File: src/rtl/link_rx.sv
// link_rx: credit-flow link receiver with a first-word fall-through buffer; LINK_RX_ERR_CNT_EN enables err_count
module link_rx #(
  parameter int WIDTH = 32,
  parameter int DEPTH = 4
) (
  input  logic             clk,
  input  logic             rst_n,
  input  logic             link_valid,
  input  logic [WIDTH-1:0] link_data,
  input  logic             link_error,
  output logic             out_valid,
  output logic [WIDTH-1:0] out_data,
  input  logic             out_ready,
  output logic [1:0]       credit_ret,
  output logic             overflow,
  output logic [7:0]       err_count
);
  localparam int AW = $clog2(DEPTH);
  logic [WIDTH-1:0] mem [DEPTH];
  logic [AW-1:0] wr_ptr, rd_ptr;
  logic [AW:0] count;
  logic good, bad, full, pop, push;
  assign good = link_valid & ~link_error;
  assign bad = link_valid & link_error;
  assign full = count == (AW+1)'(DEPTH);
  assign out_valid = count != '0;
  assign out_data = mem[rd_ptr];
  assign pop = out_valid & out_ready;
  // a full buffer still takes a word when the head leaves on the same edge
  assign push = good & (~full | pop);
  always_ff @(posedge clk or negedge rst_n)
    if (!rst_n) begin
      wr_ptr <= '0;
      rd_ptr <= '0;
      count <= '0;
      credit_ret <= '0;
      overflow <= 1'b0;
    end else begin
      wr_ptr <= wr_ptr + AW'(push);
      rd_ptr <= rd_ptr + AW'(pop);
      count <= count + (AW+1)'(push) - (AW+1)'(pop);
      credit_ret <= {1'b0, pop} + {1'b0, bad};
      if (good & full & ~pop) overflow <= 1'b1;
    end
  always_ff @(posedge clk)
    if (push) mem[wr_ptr] <= link_data;
`ifdef LINK_RX_ERR_CNT_EN
  logic [7:0] err_q;
  always_ff @(posedge clk or negedge rst_n)
    if (!rst_n) err_q <= '0;
    else if (bad && err_q != 8'hFF) err_q <= err_q + 8'd1;
  assign err_count = err_q;
`else
  assign err_count = '0;
`endif
endmodule

File: config.mk
export PLATFORM = sky130hd
export DESIGN_NAME = link_rx
export DESIGN_NICKNAME = d
export VERILOG_FILES = /design/src/rtl/link_rx.sv
export SDC_FILE = /design/constraint.sdc
export NUM_CORES = 1
export LEC_CHECK = 0
export ABC_CLOCK_PERIOD_IN_PS = 5800
export CAP_MARGIN = 20
export CORE_MARGIN = 2
export CORE_UTILIZATION = 40
export DETAILED_ROUTE_END_ITERATION = 12
export GPL_TIMING_DRIVEN = 0
export PLACE_DENSITY = 0.69
export SETUP_SLACK_MARGIN = 0.5
export SLEW_MARGIN = 0
export SYNTH_ARGS = -nofsm -noshare
export SYNTH_HDL_FRONTEND = slang
export SYNTH_SLANG_ARGS = --single-unit
File: constraint.sdc
create_clock -name clk -period 5.8 [get_ports clk]
set_input_delay 1.16 -clock clk [delete_from_list [all_inputs] [get_ports clk]]
set_output_delay 1.16 -clock clk [all_outputs]
set_load 0.1 [all_outputs]
==> metrics.cfg <==
[synthesis]
synth-simple-area-share = 0.0175
syn-cell-area_sq_um = 5210
yosys_register_bits = 138
muxShareOfSynthArea = 0.140
synth_compound_area_frac = 0.00168
postSynth.asyncResetShare = 0.0725
dominantRegCellSynth = edfxtp_1
synth_cells = 214
yosysMostFrequentCell = edfxtp_1
synthTopCellsByCount = edfxtp_1 (128), mux4_2 (30), dfrtp_1 (10), buf_4 (8), ha_1 (5)
synth_area_leaders = edfxtp_1 (74%), mux4_2 (13%), dfrtp_1 (4.8%)
synthAdderAreaFrac = 0.0159
syn_area_per_cell_sq_um = 24.3
synth_top_area_share = 0.738
synthXorXnorAreaFrac = 0.00673
ys_types = 26
ys_warn_count = 0
yosysSeqAreaShare = 0.786
synth_edf_count = 128
synth_top_family_by_area = multiplexers
synth_top_area_cell = edfxtp_1

[die]
start_util = 0.411
io_pins = 81
core-area_sq_um = 12700
die_h_microns = 118
die_area_sq_um = 14000
fp-row-count = 41
die_w_microns = 118

[clock_tree]
clockBufferDepth = 2
numCtsBuffers = 17
tritoncts = built
cts_max_level = 4
clk_latency_ns = 0.43
root_buffer = clkbuf_16
cts-resized-gates = 0
cts_setup_buffers = 0
cts_hold_buf = 0
clock-sinks = 138
cts.clk_slew.worst_paths_ns = 0.06

[worst_setup_path]
r2r_start = count[1]
cp-end-kind = output port
timing.rr.end = count[2]
ff2ff_setup_slack_ns = 3.36
reg2reg_depth = 9
worst-path-max-fanout = 10
critical_path_class = register to output port
cp.required_ns = 4.64
crit_arrival_ns = 2.77
start_kind = register

[grt]
grt_pass1_vias = 2613
grt_max_degree = 17
antenna_found_initial = 0
grt_pass1_wl_mm = 14.3
grt.total_usage = 0.142
grt_overflow = 0

[job]
cap_violations = 0

[routing]
ant_nets = 0
route.vias.total = 2439
wl_per_cell_microns = 17.8
drt-total-wl_mm = 9.18
firstDrtPassIters = 4
drcViolationCount = 0
drt_iter0_drc = 129
viasPerCell = 4.74

[sta]
min_period_ns = 3.93
fin_hold_ws_ns = 0.473
fmax_mhz = 254
final_hold_viol_count = 0
rsz0062_at_grt = no
slew_headroom = 0.323
clock_skew_ns = 0.0247
timing.final.crit_share = 0.678
drv_slew = 0
tightest_slew_ns = 1.01
worst_slack_ns = 1.87
setup_viol = 0

[placed_design]
numPortBuffers = 72
dp.final_hpwl_mm = 6.23
gp_congestion = 0.628
dpl_cell_area_sq_um = 6360
pre_cts_ws_ns = 2.22

[worst_hold_path]
whs_path_depth = 1
holdCritStartpoint = overflow
hold_path_class = register to register
hold_path_end = overflow

[layout]
syn_to_final_growth_pct = 33.7
drive_gt1_frac = 0.292
diodes = 0
fillers = 1010
fin_area_sq_um = 6960
finalNetCount = 373

[status]
status = finished, final reports clean

layer usage:
metal	track usage	wire, microns	up-vias
met5	0	0	-
met3	0.0446	336	13
li1	-	-	1110
met4	0.0723	151	0
met2	0.242	4920	59
met1	0.161	3770	1257
registers in the layout, indices dropped and copies added (netlist names):
register / cells
credit_ret: 2
mem: 128
rd_ptr: 2
overflow: 1
count: 3
wr_ptr: 2
worst max-delay path: stages (launching register included):
cell,delay (ns)
dfrtp_1,0.32
clkbuf_1,0.25
buf_2,0.35
mux4_2,0.27
clkdlybuf4s50_1,1.14
layout by cell type (no fill, tap or decap), types with 2 or more instances in the layout:
cell type        Yosys  layout
edfxtp_1           128     128
clkdlybuf4s50_1      0      72
mux4_2              30      30
buf_4                8      20
clkbuf_16            0      17
dfrtp_1             10      10
conb_1               1       8
buf_6                1       6
clkinv_2             0       6
ha_1                 5       5
inv_1                4       4
bufinv_16            0       4
buf_12               3       3
buf_2                3       3
xor2_1               2       2
and2_1               2       2
mux4_1               2       2
xnor2_1              2       2
nor4b_2              0       2
clkinvlp_4           0       2
clkinv_1             0       2
cell families (layout without fill, tap and decap cells):
family          after synthesis  count (layout)
flops                       138             138
compound gates                1               1
other cells                   1               8
buf+inv                      20             142
fa+ha+maj                     6               6
mux                          32              32
simple gates                 12              12
xor+xnor                      4               4
cell type report:
type,count,area (sq um),share of cell area
Tap cell,172,215,0.0309
Timing Repair Buffer,90,882,0.127
Inverter,4,15.0,0.00216
Buffer,16,150,0.0216
Sequential cell,138,4090,0.588
Clock inverter,15,181,0.0261
Multi-Input combinational cell,63,1000,0.144
Clock buffer,17,425,0.0611
through the flow:
step                 util  std cells  setup TNS (ns)
global placement    0.487        465         -259.97
CTS                 0.550        515               0
floorplan               -        221               0
global route        0.550        515               0
detailed placement  0.502        483               0
finish              0.550        515               0
worst max path at each step:
stage	slack [ns]	start	endpoint
CTS	1.79	rd_ptr[1]	out_data[10]
finish	1.87	rd_ptr[1]	out_data[27]
detailed placement	2.22	link_error	mem[1][14]
global route	1.76	rd_ptr[1]	out_data[10]
global placement	-2.71	link_error	mem[2][15]
floorplan	0.55	link_error	mem[1][0]
Power is left out: the tool's default activity adds up to more than one toggle a clock period on the data nets, which glitch-free logic cannot reach.
